$ cat src/rtl/ahb_ap.sv
// ahb_ap: AHB-Lite access port that executes debug command words from the send FIFO
// as single-beat transfers; optional HREADY watchdog enabled by defining AHB_AP_TIMEOUT_EN.
module ahb_ap #(
    parameter int unsigned           DATA_WIDTH     = 32,
    parameter int unsigned           ADDR_WIDTH     = 32,
    parameter logic [DATA_WIDTH-1:0] ERR_WORD       = 32'hBADC0FFE,
    parameter int unsigned           TIMEOUT_CYCLES = 1024
) (
    input  logic                  clk,
    input  logic                  nRST,
    input  logic [DATA_WIDTH-1:0] send_rdata,
    input  logic                  send_empty,
    output logic                  send_rinc,
    output logic [DATA_WIDTH-1:0] read_wdata,
    input  logic                  read_full,
    output logic                  read_winc,
    output logic [ADDR_WIDTH-1:0] HADDR,
    output logic                  HWRITE,
    output logic [2:0]            HSIZE,
    output logic [1:0]            HTRANS,
    output logic [DATA_WIDTH-1:0] HWDATA,
    input  logic [DATA_WIDTH-1:0] HRDATA,
    input  logic                  HREADY,
    input  logic                  HRESP,
    input  logic                  err_clr,
    output logic                  busy,
    output logic                  err,
    output logic                  timeout
);

    typedef enum logic [2:0] {
        S_IDLE, S_ADDR_FETCH, S_BEAT_WAIT, S_ADDR_PH, S_DATA_PH, S_ABORT
    } state_t;

    state_t                state_q;
    logic                  write_q;
    logic                  incr_q;
    logic [1:0]            size_q;
    logic [8:0]            remaining_q;
    logic [ADDR_WIDTH-1:0] haddr_q;
    logic [DATA_WIDTH-1:0] hwdata_q;
    logic                  err_q;

    logic tmo_hit;
    logic beat_done;
    logic beat_err;
    logic abort_xfer;
    logic err_set;
    logic unused_hdr;

    assign unused_hdr = ^{send_rdata[30], send_rdata[26:8]};

`ifdef AHB_AP_TIMEOUT_EN
    localparam int unsigned TMO_W = $clog2(TIMEOUT_CYCLES + 1);

    logic [TMO_W-1:0] tmo_cnt_q;
    logic             timeout_q;

    // The beat is abandoned on the TIMEOUT_CYCLES-th consecutive HREADY-low cycle.
    assign tmo_hit = (state_q == S_DATA_PH) && !HREADY &&
                     (tmo_cnt_q == TMO_W'(TIMEOUT_CYCLES - 1));

    always_ff @(posedge clk) begin
        if (!nRST) begin
            tmo_cnt_q <= '0;
            timeout_q <= 1'b0;
        end else begin
            if ((state_q == S_DATA_PH) && !HREADY && !tmo_hit)
                tmo_cnt_q <= tmo_cnt_q + TMO_W'(1);
            else
                tmo_cnt_q <= '0;
            timeout_q <= tmo_hit | (timeout_q & ~err_clr);
        end
    end

    assign timeout = timeout_q;
`else
    logic [31:0] unused_tmo;

    assign unused_tmo = 32'(TIMEOUT_CYCLES);
    assign tmo_hit    = 1'b0;
    assign timeout    = 1'b0;
`endif

    assign beat_done  = (state_q == S_DATA_PH) && (HREADY || tmo_hit);
    assign beat_err   = (HREADY && HRESP) || tmo_hit;
    assign abort_xfer = (state_q == S_ABORT) && (write_q ? !send_empty : !read_full);
    assign err_set    = ((state_q == S_ADDR_FETCH) && !send_empty && (size_q == 2'b11)) ||
                        (beat_done && beat_err);

    always_ff @(posedge clk) begin
        if (!nRST) begin
            state_q     <= S_IDLE;
            write_q     <= 1'b0;
            incr_q      <= 1'b0;
            size_q      <= 2'b00;
            remaining_q <= '0;
            haddr_q     <= '0;
            hwdata_q    <= '0;
            err_q       <= 1'b0;
        end else begin
            err_q <= err_set | (err_q & ~err_clr);
            case (state_q)
                S_IDLE: begin
                    if (!send_empty) begin
                        write_q     <= send_rdata[31];
                        size_q      <= send_rdata[29:28];
                        incr_q      <= send_rdata[27];
                        remaining_q <= {1'b0, send_rdata[7:0]} + 9'd1;
                        state_q     <= S_ADDR_FETCH;
                    end
                end
                S_ADDR_FETCH: begin
                    if (!send_empty) begin
                        haddr_q <= send_rdata[ADDR_WIDTH-1:0];
                        state_q <= (size_q == 2'b11) ? S_ABORT : S_BEAT_WAIT;
                    end
                end
                S_BEAT_WAIT: begin
                    if (write_q ? !send_empty : !read_full)
                        state_q <= S_ADDR_PH;
                end
                S_ADDR_PH: begin
                    if (write_q)
                        hwdata_q <= send_rdata;
                    state_q <= S_DATA_PH;
                end
                S_DATA_PH: begin
                    if (beat_done) begin
                        remaining_q <= remaining_q - 9'd1;
                        if (remaining_q == 9'd1) begin
                            state_q <= S_IDLE;
                        end else if (beat_err) begin
                            state_q <= S_ABORT;
                        end else begin
                            state_q <= S_BEAT_WAIT;
                            if (incr_q)
                                haddr_q <= haddr_q + (ADDR_WIDTH'(1) << size_q);
                        end
                    end
                end
                S_ABORT: begin
                    // Drain/fill the FIFOs for the remaining beats so the command stream stays aligned.
                    if (abort_xfer) begin
                        remaining_q <= remaining_q - 9'd1;
                        if (remaining_q == 9'd1)
                            state_q <= S_IDLE;
                    end
                end
                default: state_q <= S_IDLE;
            endcase
        end
    end

    assign send_rinc = nRST && (
                       (((state_q == S_IDLE) || (state_q == S_ADDR_FETCH)) && !send_empty) ||
                       ((state_q == S_ADDR_PH) && write_q) ||
                       ((state_q == S_ABORT) && write_q && !send_empty));

    assign read_winc  = nRST && ((beat_done && !write_q) || (abort_xfer && !write_q));
    assign read_wdata = !read_winc ? '0 :
                        ((state_q == S_DATA_PH) && !beat_err) ? HRDATA : ERR_WORD;

    assign HTRANS = (state_q == S_ADDR_PH) ? 2'b10 : 2'b00;
    assign HADDR  = haddr_q;
    assign HWRITE = write_q;
    assign HSIZE  = {1'b0, size_q};
    assign HWDATA = hwdata_q;
    assign busy   = (state_q != S_IDLE);
    assign err    = err_q;

endmodule

$ cat config.mk
export PLATFORM = sky130hd
export DESIGN_NAME = ahb_ap
export DESIGN_NICKNAME = d
export VERILOG_FILES = /design/src/rtl/ahb_ap.sv
export SDC_FILE = /design/constraint.sdc
export NUM_CORES = 1
export LEC_CHECK = 0
export BUFFER_PORTS_ARGS = -buffer_cell sky130_fd_sc_hd__clkbuf_2
export CELL_PAD_IN_SITES_DETAIL_PLACEMENT = 0
export CELL_PAD_IN_SITES_GLOBAL_PLACEMENT = 2
export CORE_ASPECT_RATIO = 0.75
export CORE_UTILIZATION = 27
export DETAILED_ROUTE_END_ITERATION = 12
export PLACE_DENSITY = 0.87
export SLEW_MARGIN = 20
export SYNTH_ARGS = -nofsm -noshare
export SYNTH_HDL_FRONTEND = slang
export SYNTH_SLANG_ARGS = --single-unit
$ cat constraint.sdc
create_clock -name clk -period 2.9 [get_ports clk]
set_input_delay 0.29 -clock clk [delete_from_list [all_inputs] [get_ports clk]]
set_output_delay 0.29 -clock clk [all_outputs]
set_load 0.01 [all_outputs]
* Word level (Yosys, flattened, before mapping)
Index checks and enable logic that the tools add are counted.
** Storage, ports and cells
- Bits in registers :: 81
- Input port bits :: 71
- Output and inout bits :: 107
- Word-level logic and storage cells :: 89
** Cells by class
- Add/sub/neg operators :: 3
- Equality and inequality tests :: 16
- Shifts and indexed selects :: 1
- Mux-type cells :: 24
- Bitwise operators :: 4
- Reduce and logical (&&, ||, !) cells :: 33
** Operator list (number)
- $mux W32 :: 7
- $pmux W32 S2 :: 1
- $add A32 B32 Y32 :: 1
- $shl A1 B2 Y32 const A :: 1
- $mux W3 :: 9
- $mux W9 :: 3
- $pmux W9 S3 :: 1
- $pmux W3 S6 :: 1
- $ne A2 B2 Y1 const B :: 8
- $logic_and A1 B1 Y1 :: 15
- $reduce_and A6 Y1 :: 2
- $add A8 B1 Y9 const B :: 1
- $eq A9 B1 Y1 const B :: 1
- $sub A9 B1 Y9 const B :: 1
- $eq A3 B2 Y1 const B :: 2
- $eq A3 B3 Y1 const B :: 2
- $reduce_bool A3 Y1 :: 2
- $logic_or A1 B1 Y1 :: 5
- $logic_not A1 Y1 :: 4
- $reduce_and A2 Y1 :: 2
- $reduce_and A4 Y1 :: 1
- $eq A3 B1 Y1 const B :: 1
- $logic_not A3 Y1 :: 1
- $eq A2 B2 Y1 const B :: 1
- other kinds (7) :: 8

* Logic depth before layout (Yosys ltp)
Gate-level depths: netlist (run 1).
- Depth after elaboration :: 7
- Mapped depth :: 9
- Mapped depth without buffers :: 8

* Worst setup path before layout (run 1)
No wires, ideal clock.
- Path kind :: flip-flop to flip-flop
- From :: reg size_q[0]
- To :: reg haddr_q[8], in the netlist HADDR[8]
- Library setup time :: 132 ps
- Data arrival time :: 2147 ps
- Slack :: 621 ps
- Stages on the path, launching flop included :: 10
- Path buffers :: 1
- Path through :: dfxtp_1 -> nor2_1 -> ha_1 -> fa_1 -> a211oi_1 -> nor2_1 -> clkbuf_1 -> a31o_2 -> a21oi_1 -> nor3_1
** Between the ends
- Cells in the longest elaborated chain, start to end :: 7
** RTL lines
- start, declared :: RTL line 38 : logic [1:0] size_q;
- start signal, assigned :: RTL line 107 : size_q <= send_rdata[29:28];
- $shl A1 B2 Y32 :: RTL line 138 : haddr_q <= haddr_q + (ADDR_WIDTH'(1) << size_q);
- $add A32 B32 Y32 :: RTL line 138
- $mux W32 :: RTL line 137 : if (incr_q)
- $mux W32 :: RTL line 133 : end else if (beat_err) begin
- $mux W32 :: RTL line 131 : if (remaining_q == 9'd1) begin
- $mux W32 :: RTL line 129 : if (beat_done) begin
- $pmux W32 S2 :: RTL line 103 : case (state_q)
- end signal, assigned :: RTL line 115 : haddr_q <= send_rdata[ADDR_WIDTH-1:0];
- end signal, assigned :: RTL line 138
- end, declared :: RTL line 40 : logic [ADDR_WIDTH-1:0] haddr_q;
No other way between the ends. The select of a mux whose other input is x is not followed.
A chain may end at the register's enable or synchronous reset.

* Worst setup path in the final report (run 1)
- From :: reg state_q[0]
- To :: out read_wdata[0]
** Between the ends
- Cells in the longest elaborated chain, start to end :: 6
** RTL lines
- start, declared :: RTL line 35 : state_t state_q;
- start signal, assigned :: RTL line 116 : state_q <= (size_q == 2'b11) ? S_ABORT : S_BEAT_WAIT;
- $eq A3 B3 Y1, on equally long branches :: RTL line 85, 162, 87
- $logic_and A1 B1 Y1, on equally long branches :: RTL line 85, 87
- $logic_and A1 B1 Y1 :: RTL line 160 : assign read_winc = nRST && ((beat_done && !write_q) || (abort_xfer && !write_q));
- $logic_or A1 B1 Y1 :: RTL line 160
- $logic_and A1 B1 Y1 :: RTL line 160
- $mux W32 (*) :: RTL line 161 : assign read_wdata = !read_winc ? '0 :
- end, declared :: RTL line 14 : output logic [DATA_WIDTH-1:0] read_wdata,
Mark *: on every way between the ends. The rest lies on a longest branch, timed or not.

==> results of run 1 <==
==> cell families after synthesis <==
logic type | share of synthesized area
AO/OA/AOI/OAI | 0.268
XOR/XNOR | 0.0109
adder cells (fa/ha/maj) | 0.0223
buffers and inverters | 0.0611
flip-flops | 0.336
multiplexers | 0.0174
other | 0.000776
AND/OR/NAND/NOR | 0.283
==> layout make-up <==
cell class,count,area [µm²]
clock buffer,14,294
sequential,81,1620
tap,236,295
multi-input combinational,512,2930
clock inverter,1,7.51
timing repair buffer,201,1070
fill,1908,10900
inverter,12,45.0
==> layout by cell type (no fill, tap or decap), types with 4 or more instances in the layout <==
master	n
nor4_1	4
nand2_1	115
and2_1	8
o21ai_0	23
clkbuf_8	5
a21oi_1	82
a41oi_1	6
nand2b_1	4
buf_4	27
o21ai_1	8
clkbuf_16	9
or3_1	4
dfxtp_1	81
o211ai_1	5
nand4_1	19
nand3_1	22
xor2_1	4
inv_1	11
mux2i_1	7
a31oi_1	13
nor2b_1	5
o21a_1	21
o22ai_1	6
a211oi_1	5
a22oi_1	5
and3_1	23
nor2_1	49
nor3_1	10
ha_1	7
clkbuf_2	174
o31ai_1	4
==> flip-flops by register name, summed over array words and instances, names as in the netlist <==
| name | count |
|---|---|
| state_q | 3 |
| HADDR | 32 |
| HWRITE | 1 |
| err | 1 |
| remaining_q | 9 |
| incr_q | 1 |
| HWDATA | 32 |
| size_q | 2 |
==> through the flow <==
stage	cell area, µm²	power (mW)
after floorplan	4840	1.64
after global placement	5970	1.90
after detailed placement	5970	1.90
after CTS	6270	3.06
after global routing	6270	3.19
final	6270	3.04
==> where the power goes <==
group	internal [mW]	leakage [nW]	switching (mW)	total, mW
Sequential	1.18	0.658	0.0947	1.27
Combinational	0.242	1.86	0.363	0.605
Clock	0.693	0.147	0.462	1.16
==> layer usage <==
| metal | part of all wire | wire length, µm |
|---|---|---|
| met1 | 0.51 | 9170 |
| met2 | 0.41 | 7280 |
| met3 | 0.073 | 1310 |
| met4 | 0.0058 | 104 |
| met5 | 0 | 0 |
==> worst register-to-register path: stages, from the launching register on <==
cell,delay [ns]
dfxtp_1,0.43
nor2_1,0.08
ha_1,0.21
fa_1,0.43
a211oi_1,0.39
nor2_1,0.23
buf_4,0.22
nand3_1,0.08
a21oi_1,0.07
o221a_2,0.28
==> worst paths after layout <==
kind	startpoint	endpoint	slack [ns]	depth (start not counted)
worst max-delay path	state_q[0]	read_wdata[0]	0.32	6
worst min-delay path	send_rdata[15]	HWDATA[15]	0.19	3
worst max register to register	size_q[0]	HADDR[14]	0.38	9
worst min register to register	HWDATA[19]	HWDATA[19]	0.45	2
==> reports/metrics.yaml, run 1 <==
critical_path:
  crit_type: "register to primary output"
  crit_chain: "buf_4 -> or3b_2 -> a21oi_1 -> buf_4 -> and3_1 -> clkbuf_2"
  slowest_stage: "or3b_2"
  worst_setup_path_end_kind: "primary output"
  critical-path-top-delay-family: "simple AND/OR/NAND/NOR gates"
  critPathBufInv: 3
  critPathArrivalTime_ns: 2.29
  cpPeakStageDelay_ns: 0.70
  worstPathMaxFanout: 18
  worstPathRequired_ns: 2.61
  crit_top_cell: "buf_4"
  startpoint_type: "register"
yosys:
  synthTopCellsByCount: "115 x nand2_1, 82 x a21oi_1, 81 x dfxtp_1"
  async_flop_share: 0
  seq_area_frac_synth: 0.336
  ys_ff_latch: 81
  synth_top_area_frac: 0.336
  yosysUniqueCellTypes: 65
  synthFlopType: "dfxtp_1"
  yosys.area.top_type: "dfxtp_1"
  synth-edff-count: 0
  avgSynthCellArea_um2: 7.33
  netlist_area_um2: 4830
  synth_cells: 659
  synthTopCellsByArea: "dfxtp_1 34%, nand2_1 8.9%, a21oi_1 8.5%"
  yosysMostFrequentCell: "nand2_1"
  yosys_warnings: 0
global_route:
  use_met1: 0.298
  grt_busiest_layer: "met1"
  grt_remaining_overflow: 0
  grt_pass1_vias: 4781
  use_met3: 0.0434
  antenna_found_initial: 0
  grt_util_all_layers: 0.192
  met2_usage: 0.266
  grt_max_degree: 38
  grt_pass1_wl_um: 27800
place:
  routabilityCongestion: 0.823
  dp_hpwl_um: 13300
  io_buffers: 174
  dpl.cell_count: 1042
  post-place-ws_ns: 0.409
clock_network:
  htreeDepth: 3
  clkLatencyLatePin_ns: 0.34
  cts.sinks: 81
  cts_hold_buffers: 0
  tritoncts: "done"
  cts_made_buffers: 9
  clk_path_buf_depth: 2
  cts_resized: 0
  root_buffer: "clkbuf_16"
  cts_setup_buffers: 0
  path_clk_slew_ns: 0.06
layout:
  postLayoutCoreUtil: 0.366
  drive_above_1_share: 0.279
  n_antenna_cell: 0
  finalNonFillerCells: 1057
  nNetsFinal: 896
  area_growth_syn_to_layout_pct: 29.8
power:
  power.density_nw_per_um2: 484
  ir_drop_v: 0.000235
  p_leak_nw: 2.67
detailed_routing:
  vias_per_cell: 5.19
  drtAntennaViolNets: 0
  wirelength_um: 17900
  drt_iter0_drc: 524
  wire_per_inst_um: 16.9
  dr_total_vias: 5490
  drtPass1Iterations: 7
  drc_errors: 0
sta:
  skew_ns: 0.00695
  period_share: 0.888
  fmax_mhz: 388
  rsz0062_at_grt: "false"
  worstMarginPinSlew_ns: 0.796
  setup_viol: 0
  drv_slew: 0
  worst_slack_ns: 0.324
  slew_headroom: 0.469
  finalHoldViolCount: 0
  fin_crit_ns: 2.58
  whs_ns: 0.193
  fin_tns_setup_ns: 0
die:
  rows: 41
  die-area_um2: 18400
  die_h_um: 118
  ios: 178
  die_x_um: 156
  initial_core_util: 0.282
  core-area_um2: 17100
min_path:
  hp-class: "input port to register"
flow_run:
  drv_cap: 0
status:
  status: "finished clean"
Power figures use the tool's default switching activity.
==> run 2: changes to the inputs <==
Settings changed: ABC_AREA set to 1, CORE_MARGIN set to 10, CORE_UTILIZATION 27 to 25, PLACE_DENSITY 0.87 to 0.86.
==> reports/metrics.yaml, run 2 <==
yosys:
  async_flop_share: 0  # unchanged
  yosysMostFrequentCell: "nand2_1"  # unchanged
  yosysUniqueCellTypes: 37  # was 65
  synthFlopType: "dfxtp_1"  # unchanged
  synth_cells: 866  # was 659
  synth_top_area_frac: 0.316  # was 0.336
  seq_area_frac_synth: 0.316  # was 0.336
  yosys_warnings: 0  # unchanged
  avgSynthCellArea_um2: 5.93  # was 7.33 µm²
  synthTopCellsByArea: "dfxtp_1 32%, nand2_1 18%, nor2_1 12%"  # was dfxtp_1 34%, nand2_1 8.9%, a21oi_1 8.5%
  synth-edff-count: 0  # unchanged
  synthTopCellsByCount: "240 x nand2_1, 170 x nor2_1, 84 x a21oi_1"  # was 115 x nand2_1, 82 x a21oi_1, 81 x dfxtp_1
  yosys.area.top_type: "dfxtp_1"  # unchanged
  netlist_area_um2: 5140  # was 4830 µm²
  ys_ff_latch: 81  # unchanged
flow_run:
  drv_cap: 0  # unchanged
place:
  io_buffers: 174  # unchanged
  routabilityCongestion: 0.861  # was 0.823
  dpl.cell_count: 1269  # was 1042
  dp_hpwl_um: 16900  # was 13300 µm
detailed_routing:
  drtAntennaViolNets: 0  # unchanged
  dr_total_vias: 6064  # was 5490
  vias_per_cell: 4.71  # was 5.19
  drtPass1Iterations: 7  # unchanged
  wirelength_um: 22100  # was 17900 µm
  drt_iter0_drc: 462  # was 524
  wire_per_inst_um: 17.2  # was 16.9 µm
  drc_errors: 0  # unchanged
die:
  ios: 178  # unchanged
  core-area_um2: 20200  # was 17100 µm²
  die-area_um2: 26700  # was 18400 µm²
  rows: 45  # was 41
  initial_core_util: 0.254  # was 0.282
  die_x_um: 186  # was 156 µm
  die_h_um: 144  # was 118 µm
power:
  p_clk_frac: 0.393  # was 0.381
  power.total_mw: 3.13  # was 3.04 mW
  p_leak_nw: 2.92  # was 2.67 nW
  power.density_nw_per_um2: 475  # was 484 nW/µm²
  intPower_mw: 2.08  # was 2.12 mW
  power_frac_seq: 0.407  # was 0.420
  pwr-share-comb: 0.200  # was 0.199
  p_sw_mw: 1.05  # was 920 µW
  ir_drop_v: 0.000267  # was 0.000235 V
  sw_frac_of_total: 0.335  # was 0.303
clock_network:
  clkLatencyLatePin_ns: 0.36  # was 0.34 ns
  htreeDepth: 3  # unchanged
  path_clk_slew_ns: 0.07  # was 0.06 ns
  cts.sinks: 81  # unchanged
  cts_made_buffers: 9  # unchanged
  clk_path_buf_depth: 2  # unchanged
  root_buffer: "clkbuf_16"  # unchanged
  tritoncts: "done"  # unchanged
layout:
  nNetsFinal: 1104  # was 896
  area_growth_syn_to_layout_pct: 28.3  # was 29.8%
  drive_above_1_share: 0.218  # was 0.279
  finalNonFillerCells: 1288  # was 1057
  n_antenna_cell: 0  # unchanged
  layout_commonest_cell: "nand2_1"  # was clkbuf_2
  postLayoutCoreUtil: 0.326  # was 0.366
  final_cell_mix: "240 x nand2_1, 174 x clkbuf_2, 170 x nor2_1"  # was 174 x clkbuf_2, 115 x nand2_1, 82 x a21oi_1
global_route:
  grt_busiest_layer: "met2"  # was met1
  antenna_found_initial: 0  # unchanged
  grt_remaining_overflow: 0  # unchanged
  use_met3: 0.0439  # was 0.0434
  grt_pass1_wl_um: 32900  # was 27800 µm
  grt_max_degree: 52  # was 38
  use_met1: 0.226  # was 0.298
  grt_pass1_vias: 5545  # was 4781
  met2_usage: 0.230  # was 0.266
  grt_util_all_layers: 0.159  # was 0.192
sta:
  finalHoldViolCount: 0  # unchanged
  slew_headroom: 0.573  # was 0.469
  fin_crit_ns: 2.72  # was 2.58 ns
  worstMarginPinSlew_ns: 0.640  # was 0.796 ns
  drv_slew: 0  # unchanged
  period_share: 0.939  # was 0.888
  fmax_mhz: 367  # was 388 MHz
  setup_viol: 0  # unchanged
  skew_ns: 0.0101  # was 0.00695 ns
critical_path:
  worstPathRequired_ns: 2.61  # about the same
  cpPeakStageDelay_ns: 0.46  # was 0.70 ns
  r2r_slack_ns: 0.67  # was 0.38 ns
  critPathArrivalTime_ns: 2.43  # was 2.29 ns
  slowest_stage: "dfxtp_1"  # was or3b_2
  crit_type: "register to primary output"  # unchanged
  worstPathMaxFanout: 16  # was 18
  crit_chain: "inv_2 -> nor2_4 -> nand2_4 -> o22ai_1 -> and3_1 -> clkinvlp_4 -> buf_12 -> nor2_1 -> clkbuf_2"  # was buf_4 -> or3b_2 -> a21oi_1 -> buf_4 -> and3_1 -> clkbuf_2
  critical-path-top-delay-family: "simple AND/OR/NAND/NOR gates"  # unchanged
  worst_setup_path_end_kind: "primary output"  # unchanged
  critPathBufInv: 4  # was 3
  cp-startpoint: "state_q[2]"  # was state_q[0]
  timing.rr.start: "state_q[2]"  # was size_q[0]
  startpoint_type: "register"  # unchanged
status:
  status: "finished clean"  # unchanged
min_path:
  holdCritStartpoint: "send_rdata[24]"  # was send_rdata[15]
  hp-class: "input port to register"  # unchanged
-- run 2: path summary, 6_finish.rpt --
kind | cells after the start | endpoint
max reg2reg | 10 | HADDR[10]
max | 9 | read_wdata[16]
min reg2reg | 2 | HWDATA[25]
min | 3 | HWDATA[24]
-- run 2: through the flow --
step                      hold WS [ns]  instance area (µm²)  worst slack, ns  setup TNS, ns
final                            0.203                 6590            0.176              0
after global placement           0.447                 6230            0.645              0
after global routing             0.210                 6590         -0.00263       -0.00263
after detailed placement         0.456                 6230            0.487              0
after CTS                        0.186                 6540           0.0992              0
after floorplan                  0.432                 5150             1.01              0
-- run 2: cells by family (layout without fill, tap and decap cells) --
kind of cell	Yosys count	after routing	synth area share
xor gates and xnor gates	3	3	0.00511
adders and majority gates	8	8	0.0209
other	1	3	0.000730
AOI/OAI and AO/OA	137	137	0.140
DFF	81	81	0.316
and+or+nand+nor	532	532	0.431
buffers and inverters	104	266	0.0867
-- run 2: power by group through the flow --
stage,combinational [mW],clock (mW),sequential [mW]
2_1_floorplan,0.379,0,1.29
3_3_place_gp,0.630,0,1.30
3_5_place_dp,0.624,0,1.30
4_1_cts,0.628,1.27,1.27
5_1_grt,0.712,1.31,1.29
6_report,0.626,1.23,1.27
-- run 2: metal layers --
layer	wire length, µm	vias to the layer above	share of wire
met4	215	0	0.0097
met2	8900	201	0.40
met3	1930	14	0.087
li1	-	3106	-
met1	11100	2743	0.50
met5	0	-	0
-- run 2: what timing repair did --
item,in CTS,in global routing
hold buffers,0,0
buffers inserted,0,2
gates resized for setup,0,2
endpoints found under the setup margin,0,32
-- run 2: cell type report --
type,count,area [µm²]
timing repair inverter,1,7.51
inverter,61,233
clock inverter,7,82.6
multi-input combinational,683,3090
tap,258,323
fill,2268,13600
sequential,81,1620
timing repair buffer,188,1010
clock buffer,9,225
-- run 2: worst min-delay path, cell delays in order --
cell	delay [ns]
clkbuf_2	0.09
nand3_1	0.07
a21oi_1	0.06
==> run 3: changes to the inputs <==
Settings changed: RECOVER_POWER set to 50.
==> reports/metrics.yaml, run 3 (synthesis results as in run 2) <==
layout:
  drive_above_1_share: 0.151  # was 0.218
  layout_commonest_cell: "nand2_1"  # unchanged
  n_antenna_cell: 0  # unchanged
  nNetsFinal: 1104  # unchanged
  final_cell_mix: "240 x nand2_1, 170 x nor2_1, 108 x clkbuf_2"  # was 240 x nand2_1, 174 x clkbuf_2, 170 x nor2_1
  area_growth_syn_to_layout_pct: 26.4  # was 28.3%
status:
  status: "finished clean"  # unchanged
die:
  initial_core_util: 0.254  # unchanged
  rows: 45  # unchanged
  ios: 178  # unchanged
  die_x_um: 186  # unchanged
  core-area_um2: 20200  # unchanged
  die_h_um: 144  # unchanged
  die-area_um2: 26700  # unchanged
detailed_routing:
  drtAntennaViolNets: 0  # unchanged
  drt_iter0_drc: 451  # was 462
  vias_per_cell: 4.72  # was 4.71
  wirelength_um: 22200  # was 22100 µm
  dr_total_vias: 6080  # was 6064
  drc_errors: 0  # unchanged
  drtPass1Iterations: 5  # was 7
  wire_per_inst_um: 17.2  # about the same
critical_path:
  timing.rr.start: "state_q[0]"  # was state_q[2]
  cp-startpoint: "state_q[2]"  # unchanged
  critPathArrivalTime_ns: 2.39  # was 2.43 ns
  worstPathMaxFanout: 16  # unchanged
  r2r_slack_ns: 0.47  # was 0.67 ns
  crit_type: "register to primary output"  # unchanged
  worst_setup_path_end_kind: "primary output"  # unchanged
  worstPathRequired_ns: 2.61  # about the same
  r2r-end: "HWDATA[12]"  # was HADDR[10]
  r2r_cells: 6  # was 10
  startpoint_type: "register"  # unchanged
power:
  p_leak_nw: 2.69  # was 2.92 nW
  pwr-share-comb: 0.197  # was 0.200
  power.density_nw_per_um2: 479  # was 475 nW/µm²
  power.total_mw: 3.11  # was 3.13 mW
  power_frac_seq: 0.409  # was 0.407
  ir_drop_v: 0.000267  # about the same
  p_clk_frac: 0.394  # was 0.393
  p_sw_mw: 1.05  # about the same
  intPower_mw: 2.07  # was 2.08 mW
  sw_frac_of_total: 0.336  # was 0.335
global_route:
  grt_pass1_wl_um: 32900  # unchanged
  grt_max_degree: 52  # unchanged
  grt_pass1_vias: 5545  # unchanged
  grt_remaining_overflow: 0  # unchanged
  antenna_found_initial: 0  # unchanged
  grt_util_all_layers: 0.159  # unchanged
clock_network:
  path_clk_slew_ns: 0.07  # about the same
  cts.sinks: 81  # unchanged
  tritoncts: "done"  # unchanged
  clkLatencyLatePin_ns: 0.36  # about the same
  root_buffer: "clkbuf_16"  # unchanged
  htreeDepth: 3  # unchanged
  cts_made_buffers: 9  # unchanged
  clk_path_buf_depth: 2  # unchanged
sta:
  period_share: 0.923  # was 0.939
  fin_tns_setup_ns: 0  # unchanged
  finalHoldViolCount: 0  # unchanged
  fin_crit_ns: 2.68  # was 2.72 ns
  skew_ns: 0.00978  # was 0.0101 ns
  slew_headroom: 0.339  # was 0.573
  rsz0062_at_grt: "false"
  drv_slew: 0  # unchanged
  setup_viol: 0  # unchanged
  fmax_mhz: 373  # was 367 MHz
  worstMarginPinSlew_ns: 0.986  # was 0.640 ns
place:
  io_buffers: 174  # unchanged
  dp_hpwl_um: 16900  # unchanged
  routabilityCongestion: 0.861  # unchanged
flow_run:
  drv_cap: 0  # unchanged
min_path:
  worstHoldPathCells: 3  # unchanged
  hp-class: "input port to register"  # unchanged
  holdCritStartpoint: "send_rdata[24]"  # unchanged
  hold_end: "HWDATA[24]"  # unchanged
==> run 3: cell count changes in the layout (fill, tap and decap cells not counted), sizes merged <==
cell,before,now
clkbuf,183,185
buf,14,12
==> run 3: worst max-delay path, cell delays in order (launching register included) <==
cell and delay [ns]:
dfxtp_1 0.43, inv_2 0.10, nor2_4 0.28, nand2_4 0.12, o22ai_1 0.16, and3_1 0.33, clkinvlp_4 0.18, buf_12 0.17
nor2_1 0.11, clkbuf_2 0.15
==> run 3: power by group through the flow <==
| stage | registers (mW) | clock network, mW | logic [mW] |
|---|---|---|---|
| floorplan | 1.29 | 0 | 0.379 |
| global placement | 1.30 | 0 | 0.630 |
| detailed placement | 1.30 | 0 | 0.624 |
| CTS | 1.27 | 1.27 | 0.628 |
| global route | 1.28 | 1.31 | 0.697 |
| finish | 1.27 | 1.23 | 0.612 |
==> run 3: area by class of cell <==
class	count	area [µm²]
fill	2296	13700
multi-input combinational	683	3080
sequential	81	1620
timing repair buffer	188	923
tap	258	323
inverter	61	233
clock buffer	9	225
clock inverter	7	82.6
timing repair inverter	1	7.51
==> run 3: what timing repair did <==
item | in CTS | in global routing
setup endpoints to repair | 0 | 32
buffers inserted | 0 | 2
resized for setup | 0 | 2
endpoints found under the hold margin | 0 | 0
hold buffers | 0 | 0
==> run 3: how the worst max path moves through the flow <==
stage	endpoint	slack (ns)	cells past startpoint
after floorplan	HADDR[20]	1.01	12
after CTS	read_wdata[16]	0.1	8
after detailed placement	read_wdata[16]	0.49	8
after global routing	read_wdata[2]	0.04	9
after global placement	read_wdata[28]	0.64	8
final	read_wdata[16]	0.22	9
==> run 3: through the flow <==
step	hold WS (ns)	cell area, µm²	worst slack [ns]	utilization	cells
after floorplan	0.432	5150	1.01	-	868
after global placement	0.447	6230	0.645	0.308	1269
after detailed placement	0.456	6230	0.487	0.308	1269
after CTS	0.186	6540	0.0992	0.324	1285
after global routing	0.210	6490	0.0391	0.321	1288
final	0.204	6490	0.222	0.321	1288
==> run 3: routing by layer <==
| layer | GRT usage | up-vias | routed length [µm] |
|---|---|---|---|
| met5 | 0 | - | 0 |
| met4 | 0.0381 | 0 | 216 |
| met3 | 0.0439 | 15 | 1890 |
| met2 | 0.230 | 208 | 8940 |
| met1 | 0.226 | 2752 | 11100 |
| li1 | - | 3105 | - |
